File: config.mk
export PLATFORM = sky130hd
export DESIGN_NAME = baser_check_sequencer
export DESIGN_NICKNAME = d
export VERILOG_FILES = /design/src/rtl/baser_check_sequencer.sv
export SDC_FILE = /design/constraint.sdc
export NUM_CORES = 1
export LEC_CHECK = 0
export ABC_AREA = 1
export BUFFER_PORTS_ARGS = -buffer_cell sky130_fd_sc_hd__buf_2
export CORE_UTILIZATION = 40
export CTS_CLUSTER_SIZE = 12
export DETAILED_ROUTE_END_ITERATION = 10
export GPL_TIMING_DRIVEN = 0
export SYNTH_ARGS = -nofsm -noshare
export SYNTH_HDL_FRONTEND = slang
export SYNTH_SLANG_ARGS = --single-unit
File: constraint.sdc
create_clock -name clk -period 12.6 [get_ports clk]
set_input_delay 0.63 -clock clk [delete_from_list [all_inputs] [get_ports clk]]
set_output_delay 0.63 -clock clk [all_outputs]
set_load 0.02 [all_outputs]
File: src/rtl/baser_check_sequencer.sv
// baser_check_sequencer: run controller for the BASE-R 257b/66b receive checker chain
// Ports: clk/i_rst (async, active high); i_start/i_abort run control;
// i_pattern_mode/i_warmup_blocks/i_window_blocks run config latched on start;
// i_rx_valid block strobe; i_inv_count aggregated invalid-block count;
// o_chk_valid/o_chk_rst/o_pattern_mode drive the checkers; o_busy/o_done/o_pass/
// o_aborted/o_err_count/o_blocks_checked report status and results.
module baser_check_sequencer #(
  parameter int CNT_WIDTH    = 32,
  parameter int DRAIN_CYCLES = 2
) (
  input  logic                 clk,
  input  logic                 i_rst,
  input  logic                 i_start,
  input  logic                 i_abort,
  input  logic [7:0]           i_pattern_mode,
  input  logic [CNT_WIDTH-1:0] i_warmup_blocks,
  input  logic [CNT_WIDTH-1:0] i_window_blocks,
  input  logic                 i_rx_valid,
  input  logic [CNT_WIDTH-1:0] i_inv_count,
  output logic                 o_chk_valid,
  output logic                 o_chk_rst,
  output logic [7:0]           o_pattern_mode,
  output logic                 o_busy,
  output logic                 o_done,
  output logic                 o_pass,
  output logic                 o_aborted,
  output logic [CNT_WIDTH-1:0] o_err_count,
  output logic [CNT_WIDTH-1:0] o_blocks_checked
);
  localparam int DW = $clog2(DRAIN_CYCLES + 1);
  localparam logic [CNT_WIDTH-1:0] ONE = CNT_WIDTH'(1);
  localparam logic [CNT_WIDTH-1:0] CNT_MAX = '1;
  localparam logic [DW-1:0] DRAIN_LAST = DW'(DRAIN_CYCLES - 1);
  typedef enum logic [2:0] {IDLE, CLEAR, WARMUP, CHECK, DRAIN, DONE} state_t;
  state_t state, nxt;
  logic [CNT_WIDTH-1:0] warm_len, win_len, warm_cnt;
  logic [DW-1:0] drain_cnt;
  logic launch, abort, warm_last, chk_last, finish;
  assign launch    = state == IDLE && i_start;
  assign abort     = state != IDLE && i_abort;
  assign warm_last = i_rx_valid && warm_cnt == warm_len - ONE;
  assign chk_last  = i_rx_valid && o_blocks_checked == win_len - ONE;
  assign finish    = state == DRAIN && nxt == DONE;
  always_ff @(posedge clk or posedge i_rst)
    if (i_rst) state <= IDLE;
    else state <= nxt;
  // abort outranks every transition, including the DONE exit
  always_comb begin
    nxt = state;
    if (abort) nxt = IDLE;
    else
      case (state)
        IDLE:    nxt = i_start ? CLEAR : IDLE;
        CLEAR:   nxt = warm_len != '0 ? WARMUP : win_len != '0 ? CHECK : DRAIN;
        WARMUP:  nxt = !warm_last ? WARMUP : win_len != '0 ? CHECK : DRAIN;
        CHECK:   nxt = chk_last ? DRAIN : CHECK;
        DRAIN:   nxt = drain_cnt == DRAIN_LAST ? DONE : DRAIN;
        default: nxt = IDLE;
      endcase
  end
  always_comb begin
    o_busy      = state != IDLE;
    o_chk_valid = state == CHECK && i_rx_valid;
  end
  always_ff @(posedge clk or posedge i_rst)
    if (i_rst) begin
      o_chk_rst        <= 1'b0;
      o_pattern_mode   <= '0;
      o_done           <= 1'b0;
      o_pass           <= 1'b0;
      o_aborted        <= 1'b0;
      o_err_count      <= '0;
      o_blocks_checked <= '0;
      warm_len         <= '0;
      win_len          <= '0;
      warm_cnt         <= '0;
      drain_cnt        <= '0;
    end else begin
      o_chk_rst <= launch;
      o_done    <= finish;
      o_aborted <= abort;
      if (launch) begin
        o_pattern_mode   <= i_pattern_mode;
        warm_len         <= i_warmup_blocks;
        win_len          <= i_window_blocks;
        o_blocks_checked <= '0;
        o_pass           <= 1'b0;
        o_err_count      <= '0;
        warm_cnt         <= '0;
        drain_cnt        <= '0;
      end
      if (state == WARMUP && i_rx_valid && warm_cnt != CNT_MAX) warm_cnt <= warm_cnt + ONE;
      if (o_chk_valid && o_blocks_checked != CNT_MAX) o_blocks_checked <= o_blocks_checked + ONE;
      if (state == DRAIN) drain_cnt <= drain_cnt + DW'(1);
      // results land together with the registered done pulse
      if (finish) begin
        o_err_count <= i_inv_count;
        o_pass      <= i_inv_count == '0;
      end
      if (abort) o_pass <= 1'b0;
    end
endmodule

# Word-level counts from Yosys, hierarchy flattened
# Cells that the tools add are included.
[word_totals]
register_bits = 177
latchBits = 0
ram_bits = 0
rom_bits = 0
inputBits = 109
word_cells = 63
n_memories = 0
[classes]
addsub = 5
n_mul = 0
div = 0
order_cmp = 0
eq_ne = 10
shift = 0
muxes = 17
bitwise = 0
reduce_logical = 19
[ops]
columns = ["operator", "n"]
rows = [
  ["32-bit 2-to-1 mux", 4],
  ["32-bit by 1-bit adder with 32-bit output, second input constant", 2],
  ["32-bit equality test", 2],
  ["32-bit != test, second input constant", 2],
  ["32-bit nonzero test", 2],
  ["32-bit by 1-bit subtractor with 32-bit output, second input constant", 2],
  ["32-bit zero test", 1],
  ["3-bit 2-to-1 mux", 5],
  ["3-bit one-hot mux with 5 select lines", 1],
  ["1-bit logical AND", 9],
  ["2-bit nonzero test", 4],
  ["3-bit by 2-bit equality test with 1-bit output, second input constant", 2],
  ["3-bit equality test, second input constant", 2],
  ["3-bit nonzero test", 2],
  ["1-bit 2-to-1 mux", 5],
  ["2-bit 2-to-1 mux", 2],
  ["3-bit by 1-bit equality test with 1-bit output, second input constant", 1],
  ["3-bit zero test", 1],
  ["2-bit by 1-bit adder with 2-bit output, second input constant", 1],
  ["2-bit by 1-bit equality test with 1-bit output, second input constant", 1],
]

# Longest topological paths before layout
# Gate-level depths: netlist of run 1.
[logic_depth]
ltp_word = 10
mapped_depth = 22
depth_no_buf = 21

# Worst setup path after synthesis of run 1
# No wires, ideal clock.
[synth_timing]
path_kind = "input to register"
start = "input port i_rx_valid"
end = "register o_blocks_checked[31]"
arrival_ps = 2441
setup_slack_ps = 10027
stages = 9
path_cell_list = "inv_1 > nor4_1 > nand2_1 > clkinv_1 > nand4_1 > nor3_2 > nand3_1 > nand3_1 > o21ai_1"
[synth_via]
elab_chain_cells = 3
elab_cells_between_ends = 4
classes_between = "mux: 1; reduce/logical: 3"
[synth_lines]
columns = ["element", "line_no", "rtl"]
rows = [
  ["start: declaration", "18", "input logic i_rx_valid,"],
  ["1-bit logical AND *", "63", "o_chk_valid = state == CHECK && i_rx_valid;"],
  ["via o_chk_valid", "20", "output logic o_chk_valid,"],
  ["1-bit logical AND *", "93", "if (o_chk_valid && o_blocks_checked != CNT_MAX) o_blocks_checked <= o_blocks_checked + ONE;"],
  ["32-bit 2-to-1 mux or 2-bit nonzero test (tied branches)", "n/a", ""],
  ["end signal: assignment", "93", ""],
  ["end: declaration", "28", "output logic [CNT_WIDTH-1:0] o_blocks_checked"],
]
# Mark *: on every way through the listed nets, which the timed path passes. The rest lies on a longest branch.
# A chain may end at the register's enable or synchronous reset.

# Worst setup path in the final report of run 1
[layout_timing]
start = "register warm_len[0]"
end = "register o_err_count[0]"
[layout_via]
elab_chain_cells = 9
elab_cells_between_ends = 12
classes_between = "add/sub: 1; eq/ne: 2; mux: 5; reduce/logical: 4"
[layout_lines]
columns = ["element", "line_no", "rtl"]
rows = [
  ["start: declaration", "36", "logic [CNT_WIDTH-1:0] warm_len, win_len, warm_cnt;"],
  ["start signal: assignment", "84", "warm_len <= i_warmup_blocks;"],
  ["32-bit by 1-bit subtractor with 32-bit output", "41", "assign warm_last = i_rx_valid && warm_cnt == warm_len - ONE;"],
  ["32-bit equality test", "41", ""],
  ["1-bit logical AND", "41", ""],
  ["3-bit 2-to-1 mux", "55", "WARMUP: nxt = !warm_last ? WARMUP : win_len != '0 ? CHECK : DRAIN;"],
  ["3-bit one-hot mux with 5 select lines *", "52", "case (state)"],
  ["3-bit 2-to-1 mux *", "50", "if (abort) nxt = IDLE;"],
  ["3-bit equality test *", "43", "assign finish = state == DRAIN && nxt == DONE;"],
  ["1-bit logical AND *", "43", ""],
  ["via finish", "38", "logic launch, abort, warm_last, chk_last, finish;"],
  ["32-bit 2-to-1 mux or 2-bit nonzero test (tied branches)", "n/a", ""],
  ["end signal: assignment", "97", "o_err_count <= i_inv_count;"],
  ["end: declaration", "27", "output logic [CNT_WIDTH-1:0] o_err_count,"],
]
# Marked as above.

==> impl_metrics.py, run 1 <==
metrics = {
    "finish": {
        "nets": 1926,
        "fillCellCount": 2741,
        "area_growth_pct": 18.1,
        "instances_no_fill": 2167,
        "drive_above_1_share": 0.141,
    },
    "pwr": {
        "comb_power_share": 0.415,
        "power.total_mw": 2.39,
        "p_int_mw": 1.31,
        "ir_worst_vdd_uv": 98.5,
        "p_leak_nw": 6.64,
        "p_sw_mw": 1.08,
        "p_clk_frac": 0.233,
        "p_per_area_mw_per_mm2": 184,
        "swShare": 0.452,
        "p_seq_frac": 0.353,
    },
    "min_path": {
        "worstHoldPathType": "in2async",
    },
    "worst_setup_path": {
        "r2r_start": "warm_len[0]",
        "crit_type": "reg2reg",
        "timing.rr.end": "o_err_count[0]",
        "ff2ff_path_depth": 17,
        "cp_max_fo": 10,
        "path_cells": "inv_1, ha_1, nand2_4, nor2_8, nand2_4, nor4_1, nand3_1, nand2_1, inv_1, nand2_1, inv_1, nand2_1, nand3_2, inv_2, buf_6, nand2_1, nand2_1",
        "cp_common_cell": "nand2_1",
        "crit_path_start_kind": "flop",
        "cp-end-kind": "flop",
        "cp.arrival_ns": 3.53,
        "cp.required_ns": 12.97,
        "cp_slowest_cell": "nor4_1",
        "critPathMaxStageDelay_ns": 0.81,
        "critPathCapture": "o_err_count[0]",
        "crit_start": "warm_len[0]",
        "r2r_slack_ns": 9.44,
    },
    "grt": {
        "grt_pass1_wl_mm": 53.0,
        "grt_pass1_vias": 10200,
        "grt_use_total": 0.237,
        "antenna_found_initial": 1,
        "grt-ovfl-total": 0,
        "grt_max_degree": 103,
    },
    "clock_tree": {
        "cts-resized-gates": 0,
        "htreeDepth": 4,
        "root_buffer": "clkbuf_16",
        "post-cts-setup-buffers": 0,
        "cts_buffers": 17,
        "cts.path.max_buffers": 2,
        "ctsHoldBuffers": 0,
        "clk_pin_slew_ns": 0.07,
        "cts_tree": "done",
        "numClockSinks": 177,
        "clkLatencyLatePin_ns": 0.45,
    },
    "floorplan": {
        "die_h_um": 168,
        "dieArea_sq_mm": 0.0282,
        "core_sq_mm": 0.0270,
        "initial_core_util": 0.408,
        "io_pins": 187,
        "die_w_um": 168,
        "rows": 60,
    },
    "logic_synthesis": {
        "ys_seq_area_frac": 0.401,
        "synth_ff_type": "dfrtp_1",
        "synth-edff-count": 0,
        "synth_seq_cells": 177,
        "syn-num-nets": 1720,
        "syn_area_sq_mm": 0.0110,
        "ys_warn_count": 0,
        "synth_cells": 1606,
        "ys_types": 48,
        "async_reset_ff_frac": 1.00,
        "syn_avg_cell_area_sq_um": 6.87,
    },
    "timing": {
        "slew_violations": 0,
        "skew_ns": 0.0154,
        "hold_violations": 0,
        "rsz0062_at_grt": "no",
        "slew_headroom": 0.344,
        "layout_min_cycle_time_ns": 3.16,
        "period_share": 0.250,
        "finalSetupTns_ns": 0,
        "finalSetupViolations": 0,
        "max_freq_mhz": 317,
        "worstMarginPinSlew_ns": 0.984,
        "timing.hold.ws_ns": 0.260,
    },
    "routing": {
        "vias": 10900,
        "avgViaCountPerCell": 5.01,
        "dr.pass1.iters": 5,
        "wl_per_cell_um": 15.2,
        "drt.antenna.violating_nets": 0,
        "drc_errors": 0,
        "wirelength_mm": 33.0,
        "drt_iter0_drc": 776,
    },
    "outcome": {
        "outcome": "finished clean",
    },
    "placement": {
        "port_buffers": 186,
        "dp_cells": 2134,
        "dpl.hpwl_mm": 25.4,
        "routabilityCongestion": 0.949,
    },
    "run": {
        "drv_cap": 0,
    },
}
## kinds of logic (layout without fill, tap and decap cells)
logic type	after synthesis	in the layout	synth area share
adder cells (fa/ha/maj)	5	5	0.00567
multiplexers	8	8	0.00726
XOR/XNOR	73	73	0.0592
flip-flops	177	177	0.401
other	0	1	0
AND/OR/NAND/NOR	956	956	0.364
AO/OA/AOI/OAI	158	158	0.0800
buffers and inverters	229	448	0.0821
## metrics by stage
stage	area, sq um	utilization	setup WS (ns)
after floorplan	11000	-	7.17
after global routing	13000	0.482	9.24
final	13000	0.482	9.44
after global placement	12400	0.458	4.84
after detailed placement	12400	0.460	9.51
after CTS	13000	0.482	9.48
## flip-flops by register name (all words and copies together), names as in the netlist
register	count
o_pattern_mode	8
warm_cnt	32
warm_len	32
state	3
o_done	1
o_blocks_checked	32
o_chk_rst	1
o_err_count	32
win_len	32
o_aborted	1
drain_cnt	2
o_pass	1
## layer usage
metal | track usage | vias up | part of all wire
li1 | - | 5496 | -
met1 | 0.314 | 5031 | 0.46
met2 | 0.405 | 282 | 0.48
met3 | 0.0299 | 45 | 0.044
met4 | 0.0719 | 0 | 0.021
met5 | 0 | - | 0
## layout make-up
class / count / area [sq um] / area share
Multi-Input combinational cell: 1200 / 5700 / 0.437
Sequential cell: 177 / 4430 / 0.340
Timing Repair Buffer: 187 / 958 / 0.0736
Inverter: 188 / 713 / 0.0547
Clock buffer: 18 / 439 / 0.0337
Tap cell: 341 / 427 / 0.0328
Buffer: 41 / 200 / 0.0154
Clock inverter: 14 / 161 / 0.0124
Antenna cell: 1 / 2.50 / 0.000192
## power by group through the flow
stage / clock (mW) / combinational [mW] / sequential, mW
after floorplan: 0 / 0.715 / 0.829
after global placement: 0 / 0.975 / 0.852
after detailed placement: 0 / 0.987 / 0.853
after CTS: 0.566 / 0.996 / 0.843
after global routing: 0.588 / 1.13 / 0.862
final: 0.556 / 0.993 / 0.844
## layout by cell type (no fill, tap or decap), types with 6 or more instances in the layout
master	n
a21oi_1	28
buf_2	187
buf_6	6
clkbuf_1	33
clkbuf_16	17
dfrtp_1	177
inv_1	184
mux2i_1	8
nand2_1	563
nand3_1	83
nand3b_1	11
nand4_1	32
nor2_1	203
nor2_2	11
nor3_1	18
nor4_1	15
o21ai_0	89
o21bai_1	8
o22ai_1	10
xnor2_1	25
xor2_1	47
## how the worst min path moves through the flow
stage,startpoint,endpoint,slack (ns),cells after the start
detailed placement,o_err_count[27],o_err_count[27],0.46,2
finish,i_rst,warm_len[4],0.26,2
CTS,i_rst,warm_len[7],0.35,2
global route,i_rst,warm_len[3],0.37,2
floorplan,drain_cnt[1],drain_cnt[1],0.45,2
global placement,o_err_count[0],o_err_count[0],0.46,2
## critical path, delay by kind of cell (launching register included)
kind	cells	cell delay, ns
and+or+nand+nor	11	1.90
buffers and inverters	5	0.49
adders and majority gates	1	0.29
DFF	1	0.40
## Yosys cell counts (all sizes together), types with 11 or more instances
cell | instances | area, sq um
clkbuf | 33 | 124
inv | 186 | 698
dfrtp | 177 | 4430
nor3 | 20 | 110
nand2 | 567 | 2150
a21oi | 29 | 149
nand4 | 32 | 200
nand3 | 86 | 445
o21ai | 93 | 465
nor4 | 15 | 93.8
xor2 | 47 | 412
xnor2 | 25 | 219
nand3b | 11 | 82.6
nor2 | 220 | 907
No activity file was read; power rests on OpenSTA's default activity.
==> run 2, diff against run 1 <==
Clock period 12.6 ns to 3.05 ns, I/O delays scaled along.
==> impl_metrics.py, run 2 (same netlist as run 1, synthesis figures left out) <==
metrics = {
    "grt": {
        "antenna_found_initial": 2,
        "grt_pass1_vias": 11000,
        "grt_pass1_wl_mm": 55.5,
        "grt_use_total": 0.249,
        "grt_max_degree": 39,
        "grt-ovfl-total": 0,
    },
    "finish": {
        "nets": 2041,
        "mostFrequentLayoutCell": "nand2_1",
        "final_cell_mix": "nand2_1, nor2_1, buf_2",
        "finalInstanceArea_sq_mm": 0.0143,
        "area_growth_pct": 29.5,
        "fillCellCount": 2705,
        "drive_above_1_share": 0.149,
    },
    "clock_tree": {
        "cts_tree": "done",
        "clkLatencyLatePin_ns": 0.44,
        "htreeDepth": 4,
        "numClockSinks": 177,
        "cts.path.max_buffers": 2,
        "clk_pin_slew_ns": 0.07,
        "root_buffer": "clkbuf_16",
        "cts_buffers": 17,
    },
    "routing": {
        "drc_errors": 0,
        "wl_per_cell_um": 15.1,
        "wirelength_mm": 34.4,
        "avgViaCountPerCell": 4.94,
        "drt.antenna.violating_nets": 0,
        "drt_iter0_drc": 780,
        "dr.pass1.iters": 5,
        "vias": 11300,
    },
    "timing": {
        "skew_ns": 0.00980,
        "worstMarginPinSlew_ns": 0.952,
        "slew_headroom": 0.365,
        "finalSetupViolations": 0,
        "period_share": 0.926,
        "slew_violations": 0,
        "layout_min_cycle_time_ns": 2.83,
        "max_freq_mhz": 354,
        "hold_violations": 0,
        "finalSetupTns_ns": 0,
    },
    "worst_setup_path": {
        "cp_max_fo": 10,
        "critPathMaxStageDelay_ns": 0.77,
        "cp-end-kind": "flop",
        "ff2ff_path_depth": 7,
        "cp_common_cell": "clkbuf_1",
        "crit_type": "reg2reg",
        "cp.arrival_ns": 3.17,
        "cp_slowest_cell": "clkbuf_1",
        "cp.required_ns": 3.40,
        "crit_path_start_kind": "flop",
        "path_cells": "nor2_1, nand3_1, inv_1, clkbuf_1, clkbuf_1, nand2_1, o21ai_0",
    },
    "floorplan": {
        "die_w_um": 168,
        "core_sq_mm": 0.0270,
        "initial_core_util": 0.408,
        "rows": 60,
        "die_h_um": 168,
        "dieArea_sq_mm": 0.0282,
        "io_pins": 187,
    },
    "placement": {
        "port_buffers": 186,
        "routabilityCongestion": 0.940,
        "dpl.hpwl_mm": 26.2,
        "placed_area_sq_mm": 0.0125,
    },
    "run": {
        "drv_cap": 0,
    },
    "outcome": {
        "outcome": "finished clean",
    },
    "pwr": {
        "power.total_mw": 10.1,
        "p_per_area_mw_per_mm2": 704,
        "p_leak_nw": 7.13,
        "ir_worst_vdd_uv": 397,
    },
    "min_path": {
        "worstHoldPathType": "in2reg",
        "hold_depth": 4,
    },
}
==> run 2: cell count changes in the layout (fill, tap and decap cells not counted), moves of 4 or more <==
cell,change
clkinvlp_4,+4
nor2_2,+5
nor2_1,-10
buf_4,+6
nor2_4,+5
buf_12,+5
dlygate4sd3_1,+105
==> run 2: cell type report <==
| class | instances | area [sq um] | area share |
|---|---|---|---|
| Antenna cell | 2 | 5.00 | 0.000350 |
| Buffer | 41 | 200 | 0.0140 |
| Clock buffer | 18 | 429 | 0.0300 |
| Clock inverter | 14 | 145 | 0.0102 |
| Inverter | 188 | 716 | 0.0501 |
| Multi-Input combinational cell | 1200 | 5810 | 0.407 |
| Sequential cell | 177 | 4430 | 0.310 |
| Tap cell | 341 | 427 | 0.0299 |
| Timing Repair Buffer | 302 | 2130 | 0.149 |
==> run 2: critical path: cells and delay by family (launching register included) <==
kind | cells | cell delay [ns]
buf+inv | 3 | 1.74
compound gates | 1 | 0.11
flops | 1 | 0.40
simple gates | 3 | 0.48
==> run 2: path summary, 6_finish.rpt <==
| path | startpoint | to | slack [ns] |
|---|---|---|---|
| setup / recovery | state[1] | win_len[4] | 0.22 |
| hold / removal | i_start | drain_cnt[0] | 0.08 |
| setup reg to reg | state[1] | win_len[4] | 0.22 |
| hold reg to reg | o_pattern_mode[7] | o_pattern_mode[7] | 0.48 |
| max in group asynchronous | i_rst | o_pass | 1.94 |
| min in group asynchronous | i_rst | warm_len[3] | 0.31 |
==> run 2: stage by stage <==
stage	hold slack, ns	worst slack (ns)	utilization	instances
global placement	0.347	-0.662	0.459	2133
global route	0.0910	-0.0000810	0.529	2283
CTS	0.0656	0.0190	0.523	2275
floorplan	0.262	0.624	-	1606
finish	0.0793	0.225	0.529	2283
detailed placement	0.235	-0.150	0.462	2138
==> run 2: per-layer routing <==
layer	part of all wire	global-route usage	wire length [um]	vias to the layer above
li1	-	-	-	5719
met1	0.45	0.323	15500	5215
met2	0.48	0.430	16600	282
met3	0.040	0.0324	1390	56
met4	0.026	0.0802	894	0
met5	0	0	0	-
==> run 2: report_power, final <==
part	switching, mW	leakage (nW)	total, mW	internal [mW]
Combinational	2.80	4.50	4.33	1.52
Clock	1.07	0.278	2.23	1.16
Sequential	0.652	2.35	3.51	2.85
Total	4.53	7.13	10.1	5.53
==> run 2: timing repair <==
item | CTS | global route
resized for setup | 2 | 30
gates cloned | 0 | 0
endpoints found under the setup margin | 38 | 48
pin swaps | 0 | 7
setup buffers | 0 | 6
hold endpoints to repair | 120 | 0
hold buffers | 105 | 0
